`config.mk`:
```
export PLATFORM = sky130hd
export DESIGN_NAME = vga_hex_write_arb
export DESIGN_NICKNAME = d
export VERILOG_FILES = /design/src/rtl/vga_pkg.sv /design/src/rtl/rr_arbiter.sv /design/src/rtl/vga_hex_write_arb.sv
export SDC_FILE = /design/constraint.sdc
export NUM_CORES = 1
export LEC_CHECK = 0
export CAP_MARGIN = 20
export CORE_AREA = 8 8 115 117
export CTS_CLUSTER_DIAMETER = 40
export CTS_CLUSTER_SIZE = 25
export DETAILED_ROUTE_END_ITERATION = 12
export DIE_AREA = 0 0 123 125
export GPL_TIMING_DRIVEN = 0
export SYNTH_ARGS = -nofsm -noshare
export SYNTH_HDL_FRONTEND = slang
export SYNTH_SLANG_ARGS = --single-unit
```
`constraint.sdc`:
```
create_clock -name clk -period 4.95 [get_ports clk]
set_clock_uncertainty 0.05 [all_clocks]
set_input_delay 0.99 -clock clk [delete_from_list [all_inputs] [get_ports clk]]
set_output_delay 0.99 -clock clk [all_outputs]
set_load 0.01 [all_outputs]
```
`src/rtl/vga_pkg.sv`:
```
// Shared types, widths and the nibble-to-ASCII helper for the VGA text-buffer writers.
package vga_pkg;

  localparam int unsigned TEXT_ADDR_W = 12;
  localparam int unsigned CHAR_W      = 8;

  typedef enum logic {
    IDLE = 1'b0,
    EMIT = 1'b1
  } state_t;

  // 0-9 -> '0'..'9', A-F -> 'A'..'F' (uppercase)
  function automatic logic [CHAR_W-1:0] hex2ascii(input logic [3:0] nib);
    return (nib < 4'd10) ? (8'h30 + {4'h0, nib}) : (8'h37 + {4'h0, nib});
  endfunction

endpackage

```
`src/rtl/rr_arbiter.sv`:
```
// N-way round-robin arbiter: combinational one-hot grant from a registered
// priority pointer, which moves past the winner on each accept strobe.
module rr_arbiter #(
  parameter int unsigned N_REQ = 2
) (
  input  logic             clk,
  input  logic             rst,
  input  logic [N_REQ-1:0] req_i,
  input  logic             accept_i,
  output logic [N_REQ-1:0] grant_c_o,
  output logic             any_c_o
);

  localparam int unsigned PTR_W = (N_REQ > 1) ? $clog2(N_REQ) : 1;

  logic [PTR_W-1:0] ptr_q;
  logic [PTR_W-1:0] ptr_d;
  logic [PTR_W-1:0] winner_c;
  logic [PTR_W-1:0] idx_c;
  logic             found_c;

  // Scan requesters starting at the pointer; first valid one wins
  always_comb begin
    grant_c_o = '0;
    winner_c  = '0;
    found_c   = 1'b0;
    idx_c     = '0;
    for (int unsigned off = 0; off < N_REQ; off++) begin
      idx_c = PTR_W'((32'(ptr_q) + off) % N_REQ);
      if (!found_c && req_i[idx_c]) begin
        grant_c_o[idx_c] = 1'b1;
        winner_c         = idx_c;
        found_c          = 1'b1;
      end
    end
  end

  assign any_c_o = |req_i;
  assign ptr_d   = (winner_c == PTR_W'(N_REQ - 1)) ? '0 : winner_c + PTR_W'(1);

  // Priority pointer: the requester after the winner becomes highest priority
  always_ff @(posedge clk) begin
    if (rst) begin
      ptr_q <= '0;
    end else if (accept_i) begin
      ptr_q <= ptr_d;
    end
  end

endmodule

```
`src/rtl/vga_hex_write_arb.sv`:
```
// Arbitrates hex-print jobs from several requesters and serialises each into
// eight consecutive ASCII writes on the single text-buffer write port.
module vga_hex_write_arb
  import vga_pkg::*;
#(
  parameter int unsigned N_REQ  = 2,
  parameter int unsigned ADDR_W = TEXT_ADDR_W,
  parameter int unsigned DIGITS = 8
) (
  input  logic                      clk,
  input  logic                      rst,
  input  logic [N_REQ-1:0]          req_valid,
  output logic [N_REQ-1:0]          req_ready,
  input  logic [N_REQ*ADDR_W-1:0]   req_addr,
  input  logic [N_REQ*DIGITS*4-1:0] req_value,
  output logic                      display_wen,
  output logic [ADDR_W-1:0]         display_w_addr,
  output logic [CHAR_W-1:0]         display_w_data,
  output logic                      busy
);

  localparam int unsigned VAL_W = DIGITS * 4;
  localparam int unsigned CNT_W = $clog2(DIGITS);
  localparam logic [CNT_W-1:0] LAST_CNT = CNT_W'(DIGITS - 1);

  state_t             state_q;
  logic [CNT_W-1:0]   cnt_q;
  logic [ADDR_W-1:0]  base_q;
  logic [VAL_W-1:0]   value_q;
  logic [N_REQ-1:0]   ready_q;
  logic               wen_q;
  logic [ADDR_W-1:0]  waddr_q;
  logic [CHAR_W-1:0]  wdata_q;
  logic               busy_q;

  logic [N_REQ-1:0]   grant_c;
  logic               any_c;
  logic               accept_c;
  logic [ADDR_W-1:0]  sel_addr_c;
  logic [VAL_W-1:0]   sel_value_c;

  assign accept_c = (state_q == IDLE) && any_c;

  rr_arbiter #(
    .N_REQ (N_REQ)
  ) u_arb (
    .clk       (clk),
    .rst       (rst),
    .req_i     (req_valid),
    .accept_i  (accept_c),
    .grant_c_o (grant_c),
    .any_c_o   (any_c)
  );

  // Payload of the granted requester
  always_comb begin
    sel_addr_c  = '0;
    sel_value_c = '0;
    for (int unsigned i = 0; i < N_REQ; i++) begin
      if (grant_c[i]) begin
        sel_addr_c  = req_addr[i*ADDR_W +: ADDR_W];
        sel_value_c = req_value[i*VAL_W +: VAL_W];
      end
    end
  end

  // Job FSM: accept in IDLE, then one character write per cycle in EMIT.
  // The value is shifted left so the current digit is always the top nibble.
  always_ff @(posedge clk) begin
    if (rst) begin
      state_q <= IDLE;
      cnt_q   <= '0;
      base_q  <= '0;
      value_q <= '0;
      ready_q <= '0;
      wen_q   <= 1'b0;
      waddr_q <= '0;
      wdata_q <= '0;
      busy_q  <= 1'b0;
    end else begin
      ready_q <= '0;
      wen_q   <= 1'b0;
      busy_q  <= 1'b0;
      case (state_q)
        IDLE: begin
          if (any_c) begin
            ready_q <= grant_c;
            base_q  <= sel_addr_c;
            value_q <= sel_value_c;
            cnt_q   <= '0;
            state_q <= EMIT;
          end
        end
        EMIT: begin
          wen_q   <= 1'b1;
          busy_q  <= 1'b1;
          waddr_q <= base_q + ADDR_W'(cnt_q);
          wdata_q <= hex2ascii(value_q[VAL_W-1 -: 4]);
          value_q <= value_q << 4;
          cnt_q   <= cnt_q + CNT_W'(1);
          if (cnt_q == LAST_CNT) begin
            state_q <= IDLE;
          end
        end
        default: state_q <= IDLE;
      endcase
    end
  end

  assign req_ready      = ready_q;
  assign display_wen    = wen_q;
  assign display_w_addr = waddr_q;
  assign display_w_data = wdata_q;
  assign busy           = busy_q;

endmodule

```
# After elaboration in Yosys (flattened, before gate mapping)
# Index checks and enable logic that the tools add are counted.
# totals
reg_bits	72
latch_bits	0
ramBits	0
rom_bits	0
inputBits	92
out_inout_bits	24
word_cells	60
mem_count	0
# op_classes
addsub	6
n_mul	0
n_div	0
magnitude_cmp	5
eq_ne	2
shifts	0
muxes	27
bitwise_logic	3
reduce_logical	8
# op_table
op	n
two-way mux 32 bit	3
case mux 32 bit (2 select lines)	1
two-way mux 12 bit	2
adder 6 x 4 -> 7 bit (first input constant)	2
two-way mux 1 bit	13
adder 12 x 3 -> 12 bit	1
two-way mux 7 bit	1
case mux 3 bit (2 select lines)	1
logical AND 1 bit	4
< comparator 1 x 2 -> 1 bit (second input constant)	2
< comparator 4 bit (second input constant)	1
two-way mux 2 bit	2
adder 3 x 1 -> 3 bit (second input constant)	1
equality test 3 bit (second input constant)	1
two-way mux 3 bit	1
OR reduction 3 bit	1
adder 1 bit (second input constant)	2
demux 1 bit (select 1 bit)	2
greater-or-equal comparator 1 bit (second input constant)	2
inequality test 2 bit (second input constant)	1
NOT 1 bit	2
OR 2 bit	1
case mux 1 bit (2 select lines)	1
AND reduction 2 bit	1
other kinds (2)	2

# Logic depth before layout (Yosys ltp)
# Gate-level depths: netlist of run 1.
# logic_depth
ltp_word	11
depth_mapped	7
depth_no_buf	7

# Cells and area by module
# Synthesis of run 1 repeated with hierarchy kept, for this count alone.
# unflattened
hier_cells	415
hier_area_um2	3534.6
# modules_own_cells
mod	n_inst	cells_per_inst	area_per_inst_um2	seq_area_each_um2
vga_hex_write_arb	1	408	3474.6	1401.3
rr_arbiter	1	7	60.1	20.0

# Worst setup path after synthesis of run 1
# OpenSTA, ideal clock, no wires.
# synth_path
kind	input port to flip-flop
start	input port req_valid[1]
end	register value_q[12]
setup_time_ns	0.132
arrival_ns	1.799
setup_slack_ns	2.969
stages	7
path_buffers	3
path_cell_list	buf_2 > a21boi_1 > buf_4 > buf_6 > a32o_1 > nand2_1 > a21oi_1
# synth_via
elab_chain_cells	10
elab_cells_between_ends	16
classes_between	1 x eq/ne; 11 x mux; 1 x bitwise; 3 x reduce/logical
# synth_lines
item	line	text
from (decl)	vga_hex_write_arb.sv:12	input logic [N_REQ-1:0] req_valid,
two-way mux 1 bit (implied by the code) (2 in a row)	rr_arbiter.sv:30	if (!found_c && req_i[idx_c]) begin
two-way mux 1 bit	rr_arbiter.sv:30	
logical NOT 1 bit	rr_arbiter.sv:30	
logical AND 1 bit	rr_arbiter.sv:30	
two-way mux 2 bit	rr_arbiter.sv:30	
two-way mux 32 bit (2 in a row)	vga_hex_write_arb.sv:60	if (grant_c[i]) begin
two-way mux 32 bit	vga_hex_write_arb.sv:86	if (any_c) begin
case mux 32 bit (2 select lines)	vga_hex_write_arb.sv:84	case (state_q)
to (signal assigned)	vga_hex_write_arb.sv:89	value_q <= sel_value_c;
to (signal assigned)	vga_hex_write_arb.sv:99	value_q <= value_q << 4;
to (decl)	vga_hex_write_arb.sv:29	logic [VAL_W-1:0] value_q;
# Several ways; a longest one is shown, not always the timed one. The select of a mux whose other input is x is not followed.
# A chain may end at the register's enable or synchronous reset.

# Final worst setup path of run 1
# layout_path
start	input port req_valid[0]
end	register value_q[15]
# Same word-level chain as after synthesis.

==> summary.txt, run 1 <==
Cells and area
  • Area growth from synthesis to layout: 50.5%
  • Diode count: 0
  • Final cell count without fillers: around 660
  • Share of layout cells above drive strength 1: 8.06%
  • Fill cell count: between 1,000 and 1,500
  • Nets@finish: 603

Global routing
  • Grt total ovfl: 0
  • Antenna violations before repair: 0
  • Overall fraction of global-route tracks in use: between 10 and 15%
  • Maximum number of pins on one net before global-route repair: 13
  • Number of global-route vias before repair: between 3,000 and 4,000
  • First-pass GRT wire length: roughly 17,000 um

Critical path
  • Number of buffer and inverter stages on the critical path: 2
  • WS Path Type: in2reg
  • Kind of cell adding the most delay to the critical path: buffers and inverters
  • Critical path startpoint category: input pin
  • CP Max Fanout: 10
  • Slowest cell on crit path: clkdlybuf4s50_1
  • Highest cell delay on the worst timing path: between 0.4 and 0.5 ns
  • Crit-path cells: clkdlybuf4s50_1 > nand2b_1 > clkbuf_1 > a32o_1 > nand2_1 > a21oi_1
  • Required time at the worst-slack endpoint: about 5 ns
  • Type of element capturing the critical path: flop
  • Arrival @ worst endpoint: 2.60 ns

Yosys
  • Yosys warns: 0
  • Cell type contributing the most total cell area after synthesis: dfxtp_1
  • Net count of the mapped netlist: roughly 480
  • Post-Synthesis Mean Instance Area: 8.83 um^2
  • EDFF count, synth: 0
  • Post-Synthesis Cells: 380
  • Seq/Total Area, Yosys: 42.3%
  • List of most frequent post-synthesis cells: dfxtp_1 (71), nand2_1 (38), nor2_1 (38)
  • Predominant post-synthesis flop cell: dfxtp_1
  • Unique cell type count in the Yosys netlist: 44
  • Seq cells post-synth: 71
  • Dominant cells by area after synthesis: dfxtp_1 (42%), a32o_1 (8.6%), a22oi_1 (6.5%), a21oi_1 (5.5%), a211oi_1 (5.4%)
  • FFs w/ async S/R, synth: 0%
  • Leading cell type by number of instances after synthesis: dfxtp_1
  • Share of the synthesized area in the top cell type: between 40% and 50%
  • Synthesized cell area: ~3400 um^2

Die
  • Die ar.: about 15,000 um^2
  • Die Span Y: about 130 um
  • Die width: approximately 120 um
  • Number of cell rows: 40
  • Placeable core region: approximately 12,000 um^2
  • Number of top-level design ports: about 120
  • Starting density of the core: around 29%

STA
  • Final max-slew violation count: 0
  • Maximum achievable frequency: approximately 0.42 GHz
  • Final critical-path share of the clock period: between 40% and 50%
  • Final setup violation count: 0
  • Final number of hold-violating endpoints: 0
  • Measured slew at the worst slew-check pin: roughly 0.66 ns
  • Post-route minimum period: around 2.4 ns
  • Total negative slack for setup checks: 0 ns
  • Tightest slew margin relative to the limit: between 50% and 60%
  • Worst Hold Slack: between 0.4 and 0.5 ns
  • RSZ-0062 raised after global routing: no

Power
  • Largest voltage drop on the vdd net: 0.157 mV
  • Pwr Total: approximately 1.8 mW
  • Static leakage: 1.84 nW
  • Power density normalized to cell area: about 350 nW/um^2

Clocking
  • Number of instances resized during post-cts repair: 0
  • Num CTS Buffers: 9
  • Clock root buffer: clkbuf_16
  • Count of hold buffers inserted by post-cts repair: 0
  • Clock tree buffer depth: 2
  • Number of post-CTS setup repair buffers: 0
  • Number of clock sinks seen by CTS: 71
  • Clk_lat worst skew: between 0.3 and 0.4 ns
  • CTS H-tree depth: 3
  • Clock tree from TritonCTS: built
  • Register clock-pin slew on the reported worst setup and hold paths: approximately 0.060 ns

Drt
  • Iteration-0 DRC count of the detailed router: between 150 and 200
  • DR vias: 3,409
  • Vias per inst: ~5.2
  • Final Routed Wirelength: roughly 11,000 um
  • Remaining routing DRC violations: 0
  • 1st-pass router iterations: 4
  • Average wire length per cell after detail routing: between 15 and 20 um
  • Antenna Violating Nets Remaining: 0

Place
  • Number of port buffers: between 100 and 150
  • Number of placed instances with taps included: between 600 and 700
  • Detailed placer's ending HPWL: approximately 8500 um
  • RD Place Congestion: roughly 0.80

Job
  • Max Cap Violations: 0

Min path
  • Path type of the worst min-delay path: reg2reg

Status
  • Run status: finished, final reports clean
## power breakdown
group	internal, mW	switching [mW]
Clock	0.571	0.240
Combinational	0.167	0.146
Sequential	0.620	0.0371
Total	1.36	0.424
## state kept, by name, summed over array words and instances, names as in the netlist, named ones only
name            flops
cnt_q               3
busy                1
base_q             12
value_q            32
display_w_addr     12
state_q             1
req_ready           2
display_w_data      7
## final cells by class
type | instances | area (um^2) | area share [%]
multi-input cells | 265 | 1730 | 34.3
flip-flops and latches | 71 | 1420 | 28.1
repair buffers | 113 | 1130 | 22.4
clock buffers | 11 | 253 | 5.00
well taps | 147 | 184 | 3.64
plain buffers | 37 | 178 | 3.52
clock inverters | 5 | 128 | 2.53
inverters | 7 | 26.3 | 0.520
## path summary, 6_finish.rpt
| check | from | to | slack, ns | depth (start not counted) |
|---|---|---|---|---|
| worst min register to register | display_w_addr[4]$_SDFFE_PP0P_ | display_w_addr[4]$_SDFFE_PP0P_ | 0.43 | 2 |
| worst max-delay path | req_valid[0] | value_q[15]$_SDFFE_PP0P_ | 2.55 | 6 |
| worst min-delay path | display_w_addr[4]$_SDFFE_PP0P_ | display_w_addr[4]$_SDFFE_PP0P_ | 0.43 | 2 |
| worst max register to register | cnt_q[0]$_SDFFE_PP0P_ | display_w_addr[8]$_SDFFE_PP0P_ | 3.01 | 7 |
## worst register-to-register path: cells and delay by family (launching register included)
kind	cells	cell delay (ns)
buffers and inverters	1	0.06
adder cells (fa/ha/maj)	2	0.56
AO/OA/AOI/OAI	2	0.35
flip-flops	1	0.40
AND/OR/NAND/NOR	1	0.27
XOR/XNOR	1	0.17
## metrics by stage
stage | setup slack [ns] | cell area (um^2) | util [%]
after floorplan | 2.97 | 3360 | -
after global placement | 2.26 | 4670 | 40.2
after detailed placement | 2.22 | 4670 | 40.2
after CTS | 2.56 | 5050 | 43.5
after global routing | 2.37 | 5050 | 43.5
final | 2.55 | 5050 | 43.5
## routing by layer
layer  wire length [um]  global-route usage, %  vias to the layer above
li1                   -                      -                     1673
met1               4710                   17.2                     1628
met2               5340                   23.3                       96
met4                187                   5.74                        0
met3                737                   3.74                       12
met5                  0                      0                        -
## placed cells by master, fill, tap and decap left out, types with 2 or more instances in the layout
cell,synthesis,layout
a211oi_1,24,24
a21oi_1,37,37
a221o_1,3,3
a22o_1,2,2
a22oi_1,29,29
a32o_1,29,29
and2_1,3,3
and3_4,2,2
buf_1,6,6
buf_2,16,16
buf_4,3,3
bufinv_16,0,4
clkbuf_1,11,11
clkbuf_16,0,9
clkbuf_8,0,2
clkdlybuf4s50_1,0,113
dfxtp_1,71,71
ha_1,6,6
inv_1,7,7
mux2i_1,3,3
nand2_1,38,38
nand2b_1,2,2
nand3_1,4,4
nor2_1,38,38
nor3_1,3,3
o21ai_0,2,2
o22ai_1,12,12
xnor2_1,4,4
xor2_1,6,6
## cell families after synthesis
kind of cell / synth area share (%)
flip-flops: 42.3
AO/OA/AOI/OAI: 32.1
XOR/XNOR: 2.61
adder cells (fa/ha/maj): 2.83
AND/OR/NAND/NOR: 13.0
multiplexers: 0.895
buffers and inverters: 6.08
other: 0.112
(Power assumes the default switching activity.)
==> run 2: changes to the inputs <==
==> constraint.sdc (replaced) <==
create_clock -name clk -period 2 [get_ports clk]
set_clock_uncertainty 0.05 [all_clocks]
set_input_delay 0.4 -clock clk [delete_from_list [all_inputs] [get_ports clk]]
set_output_delay 0.4 -clock clk [all_outputs]
set_load 0.01 [all_outputs]
==> run 2 against run 1 <==
  * Sequential share of layout area about the same
  * Critical path type is now reg2reg
  * Combinational power rose by 150%
  * Critical path depth is 1 higher
  * Hold slack is essentially flat
  * Register-to-register slack worse by 2.9 ns
==> summary.txt, run 2 (synthesized netlist as in run 1, its figures left out) <==
Clocking
  • Clock root buffer: clkbuf_16 (unchanged)
  • Number of instances resized during post-cts repair: 0 (unchanged)
  • Clock tree buffer depth: 2 (unchanged)
  • Count of hold buffers inserted by post-cts repair: 0 (unchanged)
  • CTS H-tree depth: 3 (unchanged)
  • Register clock-pin slew on the reported worst setup and hold paths: 0.06 ns (about the same)
  • Num CTS Buffers: 9 (unchanged)
  • Number of post-CTS setup repair buffers: 0 (unchanged)
  • Clk_lat worst skew: 0.33 ns (about the same)
  • Number of clock sinks seen by CTS: 71 (unchanged)
  • Clock tree from TritonCTS: built (unchanged)

Die
  • Die ar.: 15,400 um^2 (unchanged)
  • Placeable core region: 11,600 um^2 (unchanged)
  • Number of cell rows: 40 (unchanged)
  • Starting density of the core: 28.9% (unchanged)
  • Number of top-level design ports: 116 (unchanged)
  • Die width: 123 um (unchanged)
  • Die Span Y: 125 um (unchanged)

Global routing
  • Antenna violations before repair: 0 (unchanged)
  • Maximum number of pins on one net before global-route repair: 13 (unchanged)
  • GR peak layer: met2 (unchanged)
  • Global-route met3 utilization: 3.74% (unchanged)
  • First-pass GRT wire length: 17,500 um (unchanged)
  • Met1 Track Usage GR: 17.2% (unchanged)
  • Met2 track demand over resource: 23.3% (unchanged)
  • Number of global-route vias before repair: 3,490 (unchanged)
  • Grt total ovfl: 0 (unchanged)
  • Overall fraction of global-route tracks in use: 14.2% (unchanged)

STA
  • Final number of hold-violating endpoints: 0 (unchanged)
  • Final max-slew violation count: 0 (unchanged)
  • Final critical-path share of the clock period: 93.1%
  • Tightest slew margin relative to the limit: 55.9% (about the same)
  • Maximum achievable frequency: between 0.5 and 0.6 GHz
  • Post-route minimum period: between 1.5 and 2 ns
  • Post-route worst setup slack: 0.139 ns (was 2.55 ns)
  • RSZ-0062 raised after global routing: no (unchanged)
  • Final setup violation count: 0 (unchanged)
  • Measured slew at the worst slew-check pin: 0.656 ns (about the same)

Place
  • Detailed placer's ending HPWL: 8470 um (unchanged)
  • RD Place Congestion: 0.795 (unchanged)
  • Number of port buffers: 113 (unchanged)
  • Number of placed instances with taps included: 640 (unchanged)
  • Worst slack, placed: -0.140 ns (was 2.22 ns)

Critical path
  • Critical path startpoint category: flop (was input pin)
  • WS Path Type: reg2reg (was in2reg)
  • Required time at the worst-slack endpoint: 2.20 ns (was 5.15 ns)
  • Type of element capturing the critical path: flop (unchanged)
  • CP Max Fanout: 5 (was 10)
  • FF-to-FF setup slack: 0.14 ns (was 3.01 ns)
  • R2R depth: 7 (unchanged)
  • Arrival @ worst endpoint: 2.06 ns (was 2.60 ns)

Cells and area
  • Final cell count without fillers: 656 (unchanged)
  • Commonest cells after routing, fill and taps aside: clkdlybuf4s50_1 (113), dfxtp_1 (70), nand2_1 (38), nor2_1 (38), a21oi_1 (36) (was clkdlybuf4s50_1 (113), dfxtp_1 (71), nand2_1 (38), nor2_1 (38), a21oi_1 (37))
  • Diode count: 0 (unchanged)
  • Area growth from synthesis to layout: 50.7% (was 50.5%)
  • Register with the most flip-flops: value_q (unchanged)
  • Share of layout cells above drive strength 1: 8.64% (was 8.06%)
  • Commonest non-fill, non-tap cell in the layout: clkdlybuf4s50_1 (unchanged)
  • Nets@finish: 603 (unchanged)
  • Number of flip-flops under the largest register name: 32 (unchanged)

Min path
  • Cell count of the worst hold path: 2 (unchanged)
  • Path type of the worst min-delay path: reg2reg (unchanged)

Drt
  • DR vias: 3,425 (was 3,409)
  • Average wire length per cell after detail routing: 16.7 um (about the same)
  • Final Routed Wirelength: 10,900 um (was 11,000 um)
  • Antenna Violating Nets Remaining: 0 (unchanged)
  • Vias per inst: 5.22 (was 5.20)
  • Remaining routing DRC violations: 0 (unchanged)
  • Iteration-0 DRC count of the detailed router: 164 (was 158)
  • 1st-pass router iterations: 4 (unchanged)

Power
  • Power density normalized to cell area: 871 nW/um^2 (was 352 nW/um^2)
  • Static leakage: 1.84 nW (about the same)
  • Largest voltage drop on the vdd net: 0.389 mV (was 0.157 mV)

Job
  • Max Cap Violations: 0 (unchanged)

Status
  • Run status: finished, final reports clean (unchanged)
run 2: cell counts in the layout (fill, tap and decap cells not counted):
Identical to the previous run, type by type.
run 2: final timing paths:
kind / startpoint / endpoint
worst max-delay path: cnt_q[0]$_SDFFE_PP0P_ / display_w_addr[8]$_SDFFE_PP0P_
worst max register to register: cnt_q[0]$_SDFFE_PP0P_ / display_w_addr[8]$_SDFFE_PP0P_
worst min register to register: display_w_addr[4]$_SDFFE_PP0P_ / display_w_addr[4]$_SDFFE_PP0P_
worst min-delay path: display_w_addr[4]$_SDFFE_PP0P_ / display_w_addr[4]$_SDFFE_PP0P_
run 2: worst max-delay path, stage by stage, from the launching register on:
cell and delay, ns:
dfxtp_2 0.36, ha_1 0.17, inv_1 0.05, fa_1 0.37, and2b_2 0.26, o2111ai_1 0.12, xor2_1 0.17, a211oi_1 0.22
run 2: area by class of cell:
class | instances | area, um^2
multi-input combinational | 265 | 1740
clock buffer | 11 | 253
clock inverter | 5 | 128
inverter | 7 | 26.3
buffer | 37 | 178
tap | 147 | 184
fill | 1164 | 6550
sequential | 71 | 1420
timing repair buffer | 113 | 1130
run 2: stage by stage:
| stage | TNS, ns | area (um^2) | hold WS [ns] | power, mW | utilization [%] |
|---|---|---|---|---|---|
| detailed placement | -5.21 | 4670 | 0.430 | 2.43 | 40.2 |
| global placement | -3.34 | 4670 | 0.423 | 2.42 | 40.2 |
| finish | 0 | 5060 | 0.433 | 4.41 | 43.6 |
| floorplan | 0 | 3360 | 0.428 | 2.04 | - |
| CTS | 0 | 5050 | 0.438 | 4.44 | 43.5 |
| global route | 0 | 5060 | 0.449 | 4.58 | 43.6 |
run 2: routing by layer:
| metal | share of wire (%) | wire length, um | vias to the layer above |
|---|---|---|---|
| li1 | - | - | 1675 |
| met5 | 0 | 0 | - |
| met4 | 1.8 | 198 | 0 |
| met3 | 7.1 | 782 | 13 |
| met1 | 42 | 4640 | 1634 |
| met2 | 49 | 5320 | 103 |
run 2: report_power, final:
group	leakage [nW]	total [mW]	internal (mW)	switching, mW
combinational	1.07	0.773	0.412	0.361
sequential	0.586	1.63	1.53	0.0914
clock	0.182	2.01	1.41	0.595
